**config.mk**
```make
export PLATFORM = sky130hd
export DESIGN_NAME = shape_processor_ctrl_driver_flat
export DESIGN_NICKNAME = d
export VERILOG_FILES = /design/src/rtl/shape_processor_modeling.sv /design/src/rtl/shape_processor_ctrl_driver_if.sv /design/src/rtl/shape_processor_ctrl_driver.sv /design/src/flat_wrapper.sv
export SDC_FILE = /design/constraint.sdc
export NUM_CORES = 1
export LEC_CHECK = 0
export CORE_MARGIN = 2
export CORE_UTILIZATION = 40
export DETAILED_ROUTE_END_ITERATION = 7
export HOLD_SLACK_MARGIN = 0.08
export PLACE_DENSITY_LB_ADDON = 0.2
export REMOVE_ABC_BUFFERS = 1
export SYNTH_ARGS = -nofsm -noshare
export SYNTH_HDL_FRONTEND = slang
export SYNTH_SLANG_ARGS = --single-unit
```
**constraint.sdc**
```tcl
create_clock -name clk -period 5.75 [get_ports clk]
set_input_delay 1.15 -clock clk [delete_from_list [all_inputs] [get_ports clk]]
set_output_delay 1.15 -clock clk [all_outputs]
set_load 0.03 [all_outputs]
```
**src/rtl/shape_processor_modeling.sv**
```systemverilog
// Shape processor CTRL SFR model: field encodings, register packing and legality rules.
package shape_processor_modeling;

  typedef enum logic [2:0] {
    KEEP_SHAPE = 3'd0,
    CIRCLE     = 3'd1,
    RECTANGLE  = 3'd2,
    TRIANGLE   = 3'd3
  } shape_e;

  typedef enum logic [2:0] {
    KEEP_OPERATION = 3'd0,
    AREA           = 3'd1,
    PERIMETER      = 3'd2,
    IS_SQUARE      = 3'd3,
    IS_EQUILATERAL = 3'd4,
    IS_ISOSCELES   = 3'd5
  } operation_e;

  typedef struct packed {
    logic [25:0] rsvd;
    operation_e  operation;
    shape_e      shape;
  } ctrl_sfr_reg;

  function automatic logic is_reserved_shape(input shape_e s);
    return !(s inside {KEEP_SHAPE, CIRCLE, RECTANGLE, TRIANGLE});
  endfunction

  function automatic logic is_reserved_operation(input operation_e o);
    return !(o inside {KEEP_OPERATION, AREA, PERIMETER, IS_SQUARE, IS_EQUILATERAL, IS_ISOSCELES});
  endfunction

  // Concrete shape/operation pairs the processor will store; KEEP values are never legal here.
  function automatic logic is_legal_combination(input shape_e s, input operation_e o);
    logic legal;
    case (o)
      AREA, PERIMETER:              legal = s inside {CIRCLE, RECTANGLE, TRIANGLE};
      IS_SQUARE:                    legal = (s == RECTANGLE);
      IS_EQUILATERAL, IS_ISOSCELES: legal = (s == TRIANGLE);
      default:                      legal = 1'b0;
    endcase
    return legal;
  endfunction

endpackage

```
**src/rtl/shape_processor_ctrl_driver_if.sv**
```systemverilog
// Request/response handshake plus CTRL write/read port of the shape processor driver.
interface shape_processor_ctrl_driver_if;
  import shape_processor_modeling::*;

  logic        req_valid;
  logic        req_ready;
  shape_e      req_shape;
  operation_e  req_operation;

  logic        rsp_valid;
  logic        rsp_ready;
  logic [1:0]  rsp_status;
  shape_e      rsp_shape;
  operation_e  rsp_operation;

  logic                           write;
  logic [$bits(ctrl_sfr_reg)-1:0] write_data;
  logic                           read;
  logic [$bits(ctrl_sfr_reg)-1:0] read_data;

  modport master (
    input  req_valid, req_shape, req_operation, rsp_ready, read_data,
    output req_ready, rsp_valid, rsp_status, rsp_shape, rsp_operation,
           write, write_data, read
  );

  modport slave (
    output req_valid, req_shape, req_operation, rsp_ready, read_data,
    input  req_ready, rsp_valid, rsp_status, rsp_shape, rsp_operation,
           write, write_data, read
  );
endinterface

```
**src/rtl/shape_processor_ctrl_driver.sv**
```systemverilog
// CTRL SFR write/readback driver with shadow-based outcome prediction.
// Optional SHAPE_PROCESSOR_CTRL_DRIVER_PRECHECK_EN rejects predicted-illegal requests without bus traffic.
module shape_processor_ctrl_driver
  import shape_processor_modeling::*;
#(
  parameter int unsigned READ_LATENCY = 0
) (
  input logic                          clk,
  input logic                          rst,
  shape_processor_ctrl_driver_if.master bus
);

  localparam int unsigned CNT_W = 2;
  localparam logic [CNT_W-1:0] LAT_LAST = CNT_W'(READ_LATENCY);

  localparam logic [1:0] ST_UPDATED  = 2'd0;
  localparam logic [1:0] ST_IGNORED  = 2'd1;
  localparam logic [1:0] ST_MISMATCH = 2'd2;
  localparam logic [1:0] ST_REJECT   = 2'd3;

`ifdef SHAPE_PROCESSOR_CTRL_DRIVER_PRECHECK_EN
  localparam bit PRECHECK_EN = 1'b1;
`else
  localparam bit PRECHECK_EN = 1'b0;
`endif

  typedef enum logic [2:0] {INIT_RD, INIT_WAIT, IDLE, WR, RD, RD_WAIT, RSP} state_e;

  state_e      state_q, state_d;
  logic [CNT_W-1:0] cnt_q, cnt_d;
  shape_e      shadow_shape_q, shadow_shape_d;
  operation_e  shadow_op_q, shadow_op_d;
  shape_e      pred_shape_q, pred_shape_d;
  operation_e  pred_op_q, pred_op_d;
  logic        pred_legal_q, pred_legal_d;
  logic        req_ready_q, req_ready_d;
  logic        rsp_valid_q, rsp_valid_d;
  logic [1:0]  rsp_status_q, rsp_status_d;
  shape_e      rsp_shape_q, rsp_shape_d;
  operation_e  rsp_op_q, rsp_op_d;
  logic        write_q, write_d;
  ctrl_sfr_reg write_data_q, write_data_d;
  logic        read_q, read_d;

  shape_e      eff_shape_c;
  operation_e  eff_op_c;
  logic        legal_c;
  logic        rd_done_c;
  ctrl_sfr_reg readback_c;
  ctrl_sfr_reg pred_sfr_c;

  // KEEP fields resolve against the shadow before the legality check.
  assign eff_shape_c = (bus.req_shape == KEEP_SHAPE) ? shadow_shape_q : bus.req_shape;
  assign eff_op_c    = (bus.req_operation == KEEP_OPERATION) ? shadow_op_q : bus.req_operation;
  assign legal_c     = !is_reserved_shape(bus.req_shape) && !is_reserved_operation(bus.req_operation)
                       && is_legal_combination(eff_shape_c, eff_op_c);
  assign rd_done_c   = (cnt_q == LAT_LAST);
  assign readback_c  = ctrl_sfr_reg'(bus.read_data);
  assign pred_sfr_c  = '{rsvd: '0, operation: pred_op_q, shape: pred_shape_q};

  always_comb begin
    state_d        = state_q;
    cnt_d          = cnt_q;
    shadow_shape_d = shadow_shape_q;
    shadow_op_d    = shadow_op_q;
    pred_shape_d   = pred_shape_q;
    pred_op_d      = pred_op_q;
    pred_legal_d   = pred_legal_q;
    req_ready_d    = 1'b0;
    rsp_valid_d    = 1'b0;
    rsp_status_d   = rsp_status_q;
    rsp_shape_d    = rsp_shape_q;
    rsp_op_d       = rsp_op_q;
    write_d        = 1'b0;
    write_data_d   = write_data_q;
    read_d         = 1'b0;

    case (state_q)
      INIT_RD: begin
        read_d  = 1'b1;
        cnt_d   = '0;
        state_d = INIT_WAIT;
      end
      INIT_WAIT: begin
        if (rd_done_c) begin
          shadow_shape_d = readback_c.shape;
          shadow_op_d    = readback_c.operation;
          req_ready_d    = 1'b1;
          state_d        = IDLE;
        end else begin
          cnt_d = cnt_q + CNT_W'(1);
        end
      end
      IDLE: begin
        req_ready_d = 1'b1;
        if (bus.req_valid) begin
          req_ready_d  = 1'b0;
          pred_legal_d = legal_c;
          pred_shape_d = legal_c ? eff_shape_c : shadow_shape_q;
          pred_op_d    = legal_c ? eff_op_c : shadow_op_q;
          if (PRECHECK_EN && !legal_c) begin
            rsp_valid_d  = 1'b1;
            rsp_status_d = ST_REJECT;
            rsp_shape_d  = shadow_shape_q;
            rsp_op_d     = shadow_op_q;
            state_d      = RSP;
          end else begin
            write_d      = 1'b1;
            write_data_d = '{rsvd: '0, operation: bus.req_operation, shape: bus.req_shape};
            state_d      = WR;
          end
        end
      end
      WR: begin
        read_d  = 1'b1;
        cnt_d   = '0;
        state_d = RD;
      end
      RD, RD_WAIT: begin
        if (rd_done_c) begin
          rsp_valid_d    = 1'b1;
          rsp_status_d   = (readback_c != pred_sfr_c) ? ST_MISMATCH :
                           pred_legal_q ? ST_UPDATED : ST_IGNORED;
          rsp_shape_d    = readback_c.shape;
          rsp_op_d       = readback_c.operation;
          shadow_shape_d = readback_c.shape;
          shadow_op_d    = readback_c.operation;
          state_d        = RSP;
        end else begin
          cnt_d   = cnt_q + CNT_W'(1);
          state_d = RD_WAIT;
        end
      end
      RSP: begin
        if (bus.rsp_ready) begin
          req_ready_d = 1'b1;
          state_d     = IDLE;
        end else begin
          rsp_valid_d = 1'b1;
        end
      end
      default: state_d = INIT_RD;
    endcase
  end

  always_ff @(posedge clk) begin
    if (rst) begin
      state_q        <= INIT_RD;
      cnt_q          <= '0;
      shadow_shape_q <= KEEP_SHAPE;
      shadow_op_q    <= KEEP_OPERATION;
      pred_shape_q   <= KEEP_SHAPE;
      pred_op_q      <= KEEP_OPERATION;
      pred_legal_q   <= 1'b0;
      req_ready_q    <= 1'b0;
      rsp_valid_q    <= 1'b0;
      rsp_status_q   <= ST_UPDATED;
      rsp_shape_q    <= KEEP_SHAPE;
      rsp_op_q       <= KEEP_OPERATION;
      write_q        <= 1'b0;
      write_data_q   <= '0;
      read_q         <= 1'b0;
    end else begin
      state_q        <= state_d;
      cnt_q          <= cnt_d;
      shadow_shape_q <= shadow_shape_d;
      shadow_op_q    <= shadow_op_d;
      pred_shape_q   <= pred_shape_d;
      pred_op_q      <= pred_op_d;
      pred_legal_q   <= pred_legal_d;
      req_ready_q    <= req_ready_d;
      rsp_valid_q    <= rsp_valid_d;
      rsp_status_q   <= rsp_status_d;
      rsp_shape_q    <= rsp_shape_d;
      rsp_op_q       <= rsp_op_d;
      write_q        <= write_d;
      write_data_q   <= write_data_d;
      read_q         <= read_d;
    end
  end

  assign bus.req_ready     = req_ready_q;
  assign bus.rsp_valid     = rsp_valid_q;
  assign bus.rsp_status    = rsp_status_q;
  assign bus.rsp_shape     = rsp_shape_q;
  assign bus.rsp_operation = rsp_op_q;
  assign bus.write         = write_q;
  assign bus.write_data    = write_data_q;
  assign bus.read          = read_q;

endmodule

```
**src/flat_wrapper.sv**
```systemverilog
// flat-port wrapper written by rule: the top's interface ports become plain ports
module shape_processor_ctrl_driver_flat import shape_processor_modeling::*;
#(
  parameter int unsigned READ_LATENCY = 0
)
  (clk, rst, bus_req_valid, bus_req_shape, bus_req_operation, bus_rsp_ready, bus_read_data, bus_req_ready, bus_rsp_valid, bus_rsp_status, bus_rsp_shape, bus_rsp_operation, bus_write, bus_write_data, bus_read);
  shape_processor_ctrl_driver_if bus_i ();
  input logic clk;
  input logic rst;
  input wire logic [$bits(bus_i.req_valid)-1:0] bus_req_valid;
  input wire logic [$bits(bus_i.req_shape)-1:0] bus_req_shape;
  input wire logic [$bits(bus_i.req_operation)-1:0] bus_req_operation;
  input wire logic [$bits(bus_i.rsp_ready)-1:0] bus_rsp_ready;
  input wire logic [$bits(bus_i.read_data)-1:0] bus_read_data;
  output wire logic [$bits(bus_i.req_ready)-1:0] bus_req_ready;
  output wire logic [$bits(bus_i.rsp_valid)-1:0] bus_rsp_valid;
  output wire logic [$bits(bus_i.rsp_status)-1:0] bus_rsp_status;
  output wire logic [$bits(bus_i.rsp_shape)-1:0] bus_rsp_shape;
  output wire logic [$bits(bus_i.rsp_operation)-1:0] bus_rsp_operation;
  output wire logic [$bits(bus_i.write)-1:0] bus_write;
  output wire logic [$bits(bus_i.write_data)-1:0] bus_write_data;
  output wire logic [$bits(bus_i.read)-1:0] bus_read;
  assign bus_i.req_valid = bus_req_valid;
  assign bus_i.req_shape = bus_req_shape;
  assign bus_i.req_operation = bus_req_operation;
  assign bus_i.rsp_ready = bus_rsp_ready;
  assign bus_i.read_data = bus_read_data;
  assign bus_req_ready = bus_i.req_ready;
  assign bus_rsp_valid = bus_i.rsp_valid;
  assign bus_rsp_status = bus_i.rsp_status;
  assign bus_rsp_shape = bus_i.rsp_shape;
  assign bus_rsp_operation = bus_i.rsp_operation;
  assign bus_write = bus_i.write;
  assign bus_write_data = bus_i.write_data;
  assign bus_read = bus_i.read;
  shape_processor_ctrl_driver #(.READ_LATENCY(READ_LATENCY)) u_core (.clk(clk), .rst(rst), .bus(bus_i));
endmodule
```
==> summary by stage <==
Global route
The total overflow left after global routing is 0. Entering global routing, the biggest net connects 37 pins. The number of global-route vias before repair is 1541. The first-pass GRT wire length is 6.78 mm. The number of antenna violations at the first check in global routing came to 0. For this run, the total global-route usage over all layers was measured as 16.2%.

STA
The worst pin sits at a relative slew slack of 39.7%. The count of final hold-check violations is 0. The total negative slack for setup checks is 0 ns.

Setup violations remaining at the end of the flow were counted as 0. Setup repair after global routing left no endpoint under its margin. At the pin with the least slew margin, the transition time is 0.901 ns. The max-slew violation count is 0. The worst path uses 51.8% of the clock period. Hold is met by 0.457 ns. The final period demand of the worst path is 2.98 ns. The clock arrives with 0.00475 ns of skew. The achievable clock frequency is 336 MHz.

Placement
Once placement finished, the instance area stood at 2420 µm². Routability-driven placement finished with a final weighted congestion of 0.949. During placement, the flow inserted port buffers numbering 59. The wire-length estimate of the detail-placed layout is 3.09 mm.

Clocking
Once the clock tree was built, the setup fixing pass inserted 0 buffers. The clock sink total is 36. The count of hold-fix buffers inserted at cts is 0. The clock reaches the later pin of the worst-skew pair after 0.28 ns. TritonCTS built the clock tree. The clock input transition at the sequential cells of the worst setup and hold paths is 0.07 ns. The number of levels in the clock H-tree is 2. The number of buffers between clock root and the deepest sink is 2. The clock tree root buffer cell is sky130_fd_sc_hd__clkbuf_8. Gates resized during post-CTS repair numbered 0. The total CTS buffers is 5.

Synth
After synthesis the netlist holds a flip-flop and latch count of 36. The cell area that synthesis handed to floorplanning was 1900 µm². The netlist uses 43 different library cells. The total number of yosys warnings is 0. The average size of a mapped cell is 8.21 µm². The number of instances in the synthesized netlist is 232. Sequential cells were found to cover 37.8% of the synthesized design area.

Floorplan
The die span in y is 73 µm. After floorplanning, the core was divided into 25 placement rows. 86 I/O pins were placed. The placeable core region is 4660 µm². The initial utilization of the core area, before any placement, comes to 40.9%. The die covers 5330 µm². The die span in x is 73 µm.

Flow run
Across the run, the number of max-cap violations was 0.

Critical path
For the worst setup path, the data arrival time is 3.18 ns. Along the worst path, the maximum fanout reaches 10. The kind of start point of the critical path is an input pin. The critical setup path kind is input pin to flop.

Data on the critical path is required at its endpoint by 5.95 ns. The worst setup path is captured at a flop.

Power
The worst IR drop on VDD is 97.8 µV. The analysis attributes to net switching a power of 0.193 mW. After layout, the design draws a total of 0.657 mW. Combinational logic is responsible for 24.1% of the overall power.

The cell internal power dissipation is 0.464 mW. The part of the total power dissipated in sequential elements is 43.0%. The power per unit of standard cell area is 260 nW/µm². The clock network accounts for 32.9% of the total power. Net switching is 29.4% of the power. In this run the static leakage power is 0.984 nW.

Final layout
The fraction of final layout cells with drive strength greater than 1 is 4.51%. The most common cell after layout, fill and taps aside is sky130_fd_sc_hd__clkdlybuf4s50_1. The final layout contains 330 nets. Cells fill 54.3% of the core in the end.

The total inserted antenna cells is 0. The library cells used most frequently in the layout, excluding fill and tap cells, are 59 x sky130_fd_sc_hd__clkdlybuf4s50_1, 36 x sky130_fd_sc_hd__nor2_1, 36 x sky130_fd_sc_hd__dfxtp_1. The layout overhead on the synthesized area is 33.0%.

After routing the design area is 2530 µm².

Drt
After the first detailed-routing iteration, the DRC count stood at 127. The final layout contains routed wiring with a total length of 4.18 mm. Using the TritonRoute via totals, the vias-per-cell ratio works out to 5.01.

Summing over every cut layer, the via total after detailed routing is 1715. After detailed routing, the average wire length per cell comes to 12.2 µm. In the routed design, unresolved DRC markers number 0. The remaining number of nets flagged by the antenna check after routing is 0. The first-pass iteration count of the detailed router is 4.

Run status
The flow ran to the end, and the final reports show no timing, DRC or antenna violations.

Min path
The path class of the tightest hold or removal check is flop to flop.
-- logic make-up (layout without fill, tap and decap cells) --
family | Yosys count | in the layout | share of synthesized area, %
multiplexers | 12 | 12 | 6.31
AO/OA/AOI/OAI | 37 | 37 | 12.7
adder cells (fa/ha/maj) | 1 | 1 | 0.657
other | 1 | 26 | 0.197
AND/OR/NAND/NOR | 98 | 98 | 26.2
XOR/XNOR | 6 | 6 | 2.76
buffers and inverters | 41 | 72 | 13.3
flip-flops | 36 | 36 | 37.8
-- layout make-up --
type                            count  area [µm²]
Sequential cell                    36         721
Clock buffer                        6        72.6
Clock inverter                      2        35.0
Fill cell                         461        2130
Multi-Input combinational cell    180        1020
Timing Repair Buffer               60         598
Inverter                            4        15.0
Tap cell                           54        67.6
-- state kept, by name (all words and copies together) (netlist names) --
signal	count
u_core.bus.rsp_operation	3
u_core.cnt_q	2
u_core.shadow_op_q	3
u_core.bus.rsp_shape	3
u_core.bus.write	1
u_core.bus.write_data	6
u_core.bus.read	1
u_core.shadow_shape_q	3
u_core.bus.req_ready	1
u_core.pred_op_q	3
u_core.state_q	3
u_core.bus.rsp_valid	1
u_core.pred_shape_q	3
u_core.bus.rsp_status	2
u_core.pred_legal_q	1
-- Yosys cell counts, drive strengths merged --
cell type  instances  share of area, %
dfxtp             36                38
o22ai              1              0.33
a211oi             2              0.79
buf               30                11
nor2b              5               1.6
xor2               2              0.92
a21oi             15               3.9
or4                2              0.99
inv                4              0.79
xnor2              4               1.8
conb               1              0.20
mux2i             12               6.3
a31o               1              0.46
nand2             18               3.5
nor3               6               1.6
clkbuf             7               1.4
and3b              1              0.46
o21bai             2              0.79
or2                1              0.33
o21a               3               1.2
a311oi             1              0.46
a31oi              2              0.66
nand3b             1              0.39
nand4              3              0.99
nor3b              3               1.2
nor4              11               4.4
a32oi              1              0.46
nor2              37               7.4
a22oi              2               1.1
o21ai              3              0.79
o211ai             1              0.39
ha                 1              0.66
or3                3              0.99
a22o               1              0.46
o2111ai            1              0.46
a221oi             1              0.46
nand2b             7               2.3
-- routing by layer --
layer,track usage [%],vias to the layer above,wire length (µm)
li1,-,863,-
met3,4.97,9,407
met2,25.5,88,1860
met1,20.8,755,1840
met5,0,-,0
met4,5.76,0,74
-- power by group through the flow --
stage	clock network [mW]	logic, mW	registers, mW
2_1_floorplan	0	0.0836	0.298
3_5_place_dp	0	0.158	0.288
6_report	0.216	0.158	0.283
3_3_place_gp	0	0.157	0.288
5_1_grt	0.231	0.175	0.286
4_1_cts	0.223	0.159	0.283
-- final timing paths --
| check | slack (ns) | end | startpoint | cells after the start |
|---|---|---|---|---|
| setup reg to reg | 3.36 | u_core.bus.rsp_status[0] | u_core.cnt_q[0] | 7 |
| hold reg to reg | 0.46 | u_core.bus.write_data[5] | u_core.bus.write_data[5] | 2 |
| setup / recovery | 2.77 | u_core.pred_op_q[2] | bus_req_operation[2] | 6 |
| hold / removal | 0.46 | u_core.bus.write_data[5] | u_core.bus.write_data[5] | 2 |
-- worst max-delay path, cell delays in order --
cell	delay, ns
sky130_fd_sc_hd__clkdlybuf4s50_1	0.50
sky130_fd_sc_hd__nor3b_1	0.33
sky130_fd_sc_hd__o22ai_1	0.16
sky130_fd_sc_hd__a21oi_1	0.58
sky130_fd_sc_hd__o21ai_0	0.18
sky130_fd_sc_hd__a311oi_1	0.28
-- metrics by stage --
stage               setup slack, ns  cells
global route                   2.53    342
detailed placement             2.54    334
global placement               2.55    334
CTS                            2.83    342
finish                         2.77    342
floorplan                      3.05    220
Note: power is estimated with default switching activity, not from simulation.
